`src/rtl/mat_loader_if.sv`:
```
// Streaming-load and multiplier-handshake bundle for mat_loader.
// The slave modport is the loader; the master modport is the producer/multiplier side.
interface mat_loader_if #(
  parameter int S = 32,
  parameter int H = 2,
  parameter int C = 2,
  parameter int W = 2
);
  logic             in_valid;
  logic             in_ready;
  logic [S-1:0]     in_data;
  logic             mm_start;
  logic             mm_done;
  logic [S*H*C-1:0] a;
  logic [S*C*W-1:0] b;
  logic             busy;
  logic [7:0]       frame_cnt;

  modport slave (
    input  in_valid, in_data, mm_done,
    output in_ready, mm_start, a, b, busy, frame_cnt
  );

  modport master (
    output in_valid, in_data, mm_done,
    input  in_ready, mm_start, a, b, busy, frame_cnt
  );
endinterface

```
`src/rtl/mat_loader.sv`:
```
// Collects a stream of float elements into packed matrices A and B, then fires the multiplier.
// Optional macro MAT_LOADER_TRANSPOSE_B_EN: the B stream arrives column-major instead of row-major.
module mat_loader #(
  parameter int S = 32,
  parameter int H = 2,
  parameter int C = 2,
  parameter int W = 2
) (
  input  logic         clk,
  input  logic         rst_n,
  mat_loader_if.slave  bus
);

  localparam int HC   = H * C;
  localparam int CW   = C * W;
  localparam int NMAX = (HC > CW) ? HC : CW;
  localparam int NW   = $clog2(NMAX + 1);

  localparam logic [NW-1:0] A_LAST = NW'(HC - 1);
  localparam logic [NW-1:0] B_LAST = NW'(CW - 1);

  typedef enum logic [1:0] {
    ST_LOAD_A = 2'd0,
    ST_LOAD_B = 2'd1,
    ST_FIRE   = 2'd2,
    ST_WAIT   = 2'd3
  } state_t;

  state_t          r_state, w_state_next;
  logic [NW-1:0]   r_n, w_n_next;
  logic [S*HC-1:0] r_a;
  logic [S*CW-1:0] r_b;
  logic [7:0]      r_frame_cnt;
  logic            w_ready, w_start, w_busy, w_hs, w_frame_done;
  logic [HC-1:0]   w_a_we;
  logic [CW-1:0]   w_b_we;

  always_comb begin
    w_state_next = r_state;
    w_n_next     = r_n;
    w_ready      = 1'b0;
    w_start      = 1'b0;
    w_busy       = 1'b0;
    w_hs         = 1'b0;
    w_frame_done = 1'b0;
    case (r_state)
      ST_LOAD_A: begin
        w_ready = 1'b1;
        w_hs    = bus.in_valid;
        if (bus.in_valid) begin
          if (r_n == A_LAST) begin
            w_n_next     = '0;
            w_state_next = ST_LOAD_B;
          end else begin
            w_n_next = r_n + NW'(1);
          end
        end
      end
      ST_LOAD_B: begin
        w_ready = 1'b1;
        w_hs    = bus.in_valid;
        if (bus.in_valid) begin
          if (r_n == B_LAST) begin
            w_n_next     = '0;
            w_state_next = ST_FIRE;
          end else begin
            w_n_next = r_n + NW'(1);
          end
        end
      end
      ST_FIRE: begin
        w_start      = 1'b1;
        w_busy       = 1'b1;
        w_state_next = ST_WAIT;
      end
      ST_WAIT: begin
        w_busy = 1'b1;
        if (bus.mm_done) begin
          w_frame_done = 1'b1;
          w_state_next = ST_LOAD_A;
        end
      end
      default: w_state_next = ST_LOAD_A;
    endcase
  end

  always_ff @(posedge clk or negedge rst_n) begin
    if (!rst_n) begin
      r_state     <= ST_LOAD_A;
      r_n         <= '0;
      r_frame_cnt <= '0;
    end else begin
      r_state <= w_state_next;
      r_n     <= w_n_next;
      if (w_frame_done) r_frame_cnt <= r_frame_cnt + 8'd1;
    end
  end

  // Element index gi is counted from the MSB end of the packed bus.
  genvar gi;
  generate
    for (gi = 0; gi < HC; gi++) begin : g_a_we
      assign w_a_we[gi] = w_hs && (r_state == ST_LOAD_A) && (r_n == NW'(gi));
    end
    for (gi = 0; gi < CW; gi++) begin : g_b_we
`ifdef MAT_LOADER_TRANSPOSE_B_EN
      // Row-major slot k*W+j is fed by column-major handshake j*C+k.
      localparam int SLOT_N = (gi % W) * C + (gi / W);
`else
      localparam int SLOT_N = gi;
`endif
      assign w_b_we[gi] = w_hs && (r_state == ST_LOAD_B) && (r_n == NW'(SLOT_N));
    end
  endgenerate

  always_ff @(posedge clk or negedge rst_n) begin
    if (!rst_n) begin
      r_a <= '0;
      r_b <= '0;
    end else begin
      for (int i = 0; i < HC; i++)
        if (w_a_we[i]) r_a[S*(HC-i)-1 -: S] <= bus.in_data;
      for (int i = 0; i < CW; i++)
        if (w_b_we[i]) r_b[S*(CW-i)-1 -: S] <= bus.in_data;
    end
  end

  assign bus.in_ready  = w_ready;
  assign bus.mm_start  = w_start;
  assign bus.busy      = w_busy;
  assign bus.a         = r_a;
  assign bus.b         = r_b;
  assign bus.frame_cnt = r_frame_cnt;

endmodule

```
`src/flat_wrapper.sv`:
```
// flat-port wrapper written by rule: the top's interface ports become plain ports
module mat_loader_flat 
#(
  parameter int S = 32,
  parameter int H = 2,
  parameter int C = 2,
  parameter int W = 2
)
  (clk, rst_n, bus_in_valid, bus_in_data, bus_mm_done, bus_in_ready, bus_mm_start, bus_a, bus_b, bus_busy, bus_frame_cnt);
  mat_loader_if #(.S(S), .H(H), .C(C), .W(W)) bus_i ();
  input  logic clk;
  input  logic rst_n;
  input wire logic [$bits(bus_i.in_valid)-1:0] bus_in_valid;
  input wire logic [$bits(bus_i.in_data)-1:0] bus_in_data;
  input wire logic [$bits(bus_i.mm_done)-1:0] bus_mm_done;
  output wire logic [$bits(bus_i.in_ready)-1:0] bus_in_ready;
  output wire logic [$bits(bus_i.mm_start)-1:0] bus_mm_start;
  output wire logic [$bits(bus_i.a)-1:0] bus_a;
  output wire logic [$bits(bus_i.b)-1:0] bus_b;
  output wire logic [$bits(bus_i.busy)-1:0] bus_busy;
  output wire logic [$bits(bus_i.frame_cnt)-1:0] bus_frame_cnt;
  assign bus_i.in_valid = bus_in_valid;
  assign bus_i.in_data = bus_in_data;
  assign bus_i.mm_done = bus_mm_done;
  assign bus_in_ready = bus_i.in_ready;
  assign bus_mm_start = bus_i.mm_start;
  assign bus_a = bus_i.a;
  assign bus_b = bus_i.b;
  assign bus_busy = bus_i.busy;
  assign bus_frame_cnt = bus_i.frame_cnt;
  mat_loader #(.S(S), .H(H), .C(C), .W(W)) u_core (.clk(clk), .rst_n(rst_n), .bus(bus_i));
endmodule
```
`config.mk`:
```
export PLATFORM = sky130hd
export DESIGN_NAME = mat_loader_flat
export DESIGN_NICKNAME = d
export VERILOG_FILES = /design/src/rtl/mat_loader_if.sv /design/src/rtl/mat_loader.sv /design/src/flat_wrapper.sv
export SDC_FILE = /design/constraint.sdc
export NUM_CORES = 1
export LEC_CHECK = 0
export CAP_MARGIN = 20
export CELL_PAD_IN_SITES_DETAIL_PLACEMENT = 1
export CELL_PAD_IN_SITES_GLOBAL_PLACEMENT = 1
export CORE_ASPECT_RATIO = 1.1
export CORE_MARGIN = 2
export CORE_UTILIZATION = 44
export CTS_BUF_LIST = sky130_fd_sc_hd__clkbuf_4
export CTS_CLUSTER_DIAMETER = 100
export CTS_CLUSTER_SIZE = 24
export DETAILED_ROUTE_END_ITERATION = 10
export PLACE_DENSITY = 0.94
export SETUP_SLACK_MARGIN = 0.4
export SLEW_MARGIN = 25
export SYNTH_ARGS = -nofsm -noshare
export SYNTH_HDL_FRONTEND = slang
export SYNTH_SLANG_ARGS = --single-unit
```
`constraint.sdc`:
```
create_clock -name clk -period 4.8 [get_ports clk]
set_input_delay 0.96 -clock clk [delete_from_list [all_inputs] [get_ports clk]]
set_output_delay 0.96 -clock clk [all_outputs]
set_load 0.02 [all_outputs]
```
==> metrics.md <==
| Metric | Value |
|---|---|
| TritonCTS Buffers | `15` |
| Top delay family on crit path | `buffers and inverters` |
| Total power | `around 9800 uW` |
| DP Cell Count | `roughly 1200` |
| Final Hold Viols | `0` |
| Maxcap violations | `0` |
| Mapped cell area | `between 10000 and 15000 sq um` |
| Startpoint types | `flip-flop` |
| Synth-to-Final Area Change | `31.2%` |
| Ys flop type | `dfrtp_1` |
| Chip width | `between 150 and 200 um` |
| Outcome | `completed` |
| Setup-failing EPs final | `0` |
| HPWL Detailed | `21200 um` |
| Pwr Density | `689 nW/um^2` |
| CP bufs+invs | `2` |
| Final WS setup | `approximately 1.5 ns` |
| Critical path capture point type | `output port` |
| CTS hold repair buffers | `0` |
| Post-route insts no fill | `between 1000 and 1500` |
| CP Data Required Time | `3.84 ns` |
| DP Worst Slack | `between 1 and 1.5 ns` |
| RSZ-0062 raised after global routing | `false` |
| Number of post-CTS setup repair buffers | `0` |
| CP max stage delay | `around 0.56 ns` |
| Synth Net Count | `659` |
| Xor/xnor share of the synthesized area | `0.00567` |
| Hold Crit Class | `input pin to asynchronous set/reset pin` |
| Initial antenna violation count | `1` |
| Reg-to-Reg Start | `u_core.r_state[1]` |
| Vias after detailed routing | `6298` |
| Initial drt markers | `207` |
| R2R depth | `6` |
| Max Slew Vio Count | `0` |
| Pre-antenna DRT Iters | `4` |
| Ratio of cells with drive above 1 in the final layout | `0.315` |
| CTS root buf | `clkbuf_4` |
| Mapped Cells | `around 610` |
| Gr ovfl total | `0` |
| Crit-path max FO | `5` |
| Routed Antenna Nets | `0` |
| P_leak | `0.00675 uW` |
| Worst slew pin tran | `approximately 0.81 ns` |
| Fin crit share | `0.680` |
| Total routed wirelength | `29900 um` |
| Final nets | `about 960` |
| Post-Synth Simple-Gate Area | `0.0203` |
| Synth cell types | `28` |
| Worst-path cell chain | `inv_1 > ha_1 > or2_2 > clkdlybuf4s50_1` |
| Layout filler cell count | `about 2300` |
| Yosys reg bits | `roughly 270` |
| CTS tree | `yes` |
| Kind of critical path | `flip-flop to output port` |
| Top area cells in the synthesized netlist | `dfrtp_1 (62%), mux2_4 (17%), mux2_2 (14%)` |
| Routed len/inst | `24.5 um` |
| Initial core utilization | `0.444` |
| Slew headroom | `0.460` |
| Slowest cell on crit path | `clkdlybuf4s50_1` |
| Max rail drop VDD | `roughly 0.40 mV` |
| Pin count of the biggest net entering global routing | `110` |
| Vias in the first global route | `slightly above 7000` |
| Post-synthesis sequential area ratio | `0.623` |
| Die H | `between 150 and 200 um` |
| Synth Area in Compound Gates | `0.00347` |
| Mux cell area share after synthesis | `0.311` |
| # resized after CTS | `0` |
| Cell with the most instances after synthesis | `dfrtp_1` |
| Setup TNS | `0 ns` |
| Fmax | `about 0.3 GHz` |
| Synth top area share | `0.623` |
| Post-synth EDFFs | `0` |
| H-tree Lvls | `1` |
| Main combinational cell family by area after synthesis | `multiplexers` |
| Reg2reg setup slack | `roughly 2.4 ns` |
| Skew-Pair Late Insertion Delay | `around 0.65 ns` |
| Buffers on Ports | `~300` |
| Asr flop ratio synth | `1.00` |
| Syn. warnings | `0` |
| Core region area | `24300 sq um` |
| Total GRT Usage | `0.231` |
| Clk_skew | `just over 0.05 ns` |
| Clk sinks | `between 200 and 300` |
| Min cycle time layout | `between 3 and 4 ns` |
| Row Count | `60` |
| Worst-path clk slew | `0.25 ns` |
| Maximum buffer depth of the clock tree | `3` |
| Synth area leader | `dfrtp_1` |
| Wire length of the first global-routing pass | `about 46000 um` |
| RR Endpoint | `u_core.bus.b[69]` |
| Gpl congestion | `between 0.7 and 0.8` |
| Die area | `around 26000 sq um` |
| Arr. time, crit path | `around 2.3 ns` |
| Vias per std cell | `5.15` |
| Adder-Cell Fraction of Synth Area | `0.0116` |
| Remaining DRCs | `0` |
| Num ports | `a little over 300` |
| Post-synth top cells | `dfrtp_1 (269), mux2_2 (132), mux2_4 (120)` |
| Avg Cell Area, Syn | `approximately 18 sq um` |
[stage by stage]
stage	util	hold WS [ns]	area (sq um)
after detailed placement	0.577	0.462	14000
after floorplan	-	0.500	10800
after global routing	0.583	0.308	14200
final	0.583	0.295	14200
after CTS	0.583	0.293	14200
after global placement	0.577	0.465	14000
[per-layer routing]
layer / track usage / wire [um] / share of wire / vias up
met3: 0.0499 / 1670 / 0.056 / 44
met4: 0.0618 / 834 / 0.028 / 0
met2: 0.423 / 15800 / 0.53 / 197
met1: 0.275 / 11600 / 0.39 / 3325
met5: 0 / 0 / 0 / -
li1: - / - / - / 2732
[power by group]
group	switching [uW]	total, uW	internal (uW)
sequential	598	3800	3200
clock	673	833	159
combinational	2400	5140	2740
total	3670	9770	6100
[worst max-delay path by stage]
| stage | start | end | slack (ns) | depth (start not counted) |
|---|---|---|---|---|
| 4_1_cts | u_core.r_state[1] | bus_in_ready | 1.48 | 4 |
| 5_1_grt | u_core.r_state[1] | bus_in_ready | 1.40 | 4 |
| 3_5_place_dp | bus_in_valid | u_core.bus.b[29] | 1.44 | 4 |
| 2_1_floorplan | u_core.r_state[0] | bus_busy | 2.76 | 3 |
| 6_report | u_core.r_state[1] | bus_in_ready | 1.53 | 4 |
| 3_3_place_gp | bus_in_valid | u_core.bus.b[29] | 1.51 | 4 |
[cell families after synthesis]
logic type / Yosys count
simple gates: 29
mux: 259
fa+ha+maj: 10
buf+inv: 32
compound gates: 7
flops: 269
xor+xnor: 7
[cell type report]
| cell class | instances | area (sq um) | area share |
|---|---|---|---|
| inverters | 7 | 26.3 | 0.00185 |
| diodes | 1 | 2.50 | 0.000176 |
| repair buffers | 307 | 3080 | 0.217 |
| well taps | 310 | 388 | 0.0274 |
| multi-input cells | 312 | 3820 | 0.269 |
| clock buffers | 15 | 113 | 0.00794 |
| flip-flops and latches | 269 | 6730 | 0.475 |
| clock inverters | 2 | 23.8 | 0.00168 |
[cells in the final DEF (no fill, tap or decap), types with 2 or more instances in the layout]
cell,instances
inv_1,7
ha_1,10
dfrtp_1,269
nand3_4,4
or2_2,2
mux2_1,6
o21ai_0,5
mux2_4,120
clkbuf_4,15
clkdlybuf4s50_1,301
nand3_2,2
xnor2_1,5
nand2_1,7
mux2_2,132
buf_4,4
nand2_4,2
nor2_1,3
xor2_1,2
[state kept, by name (all words and copies together) (netlist names)]
signal	flops
u_core.bus.a	128
u_core.r_n	3
u_core.r_state	2
u_core.bus.b	128
u_core.bus.frame_cnt	8
No activity file was read; power rests on OpenSTA's default activity.
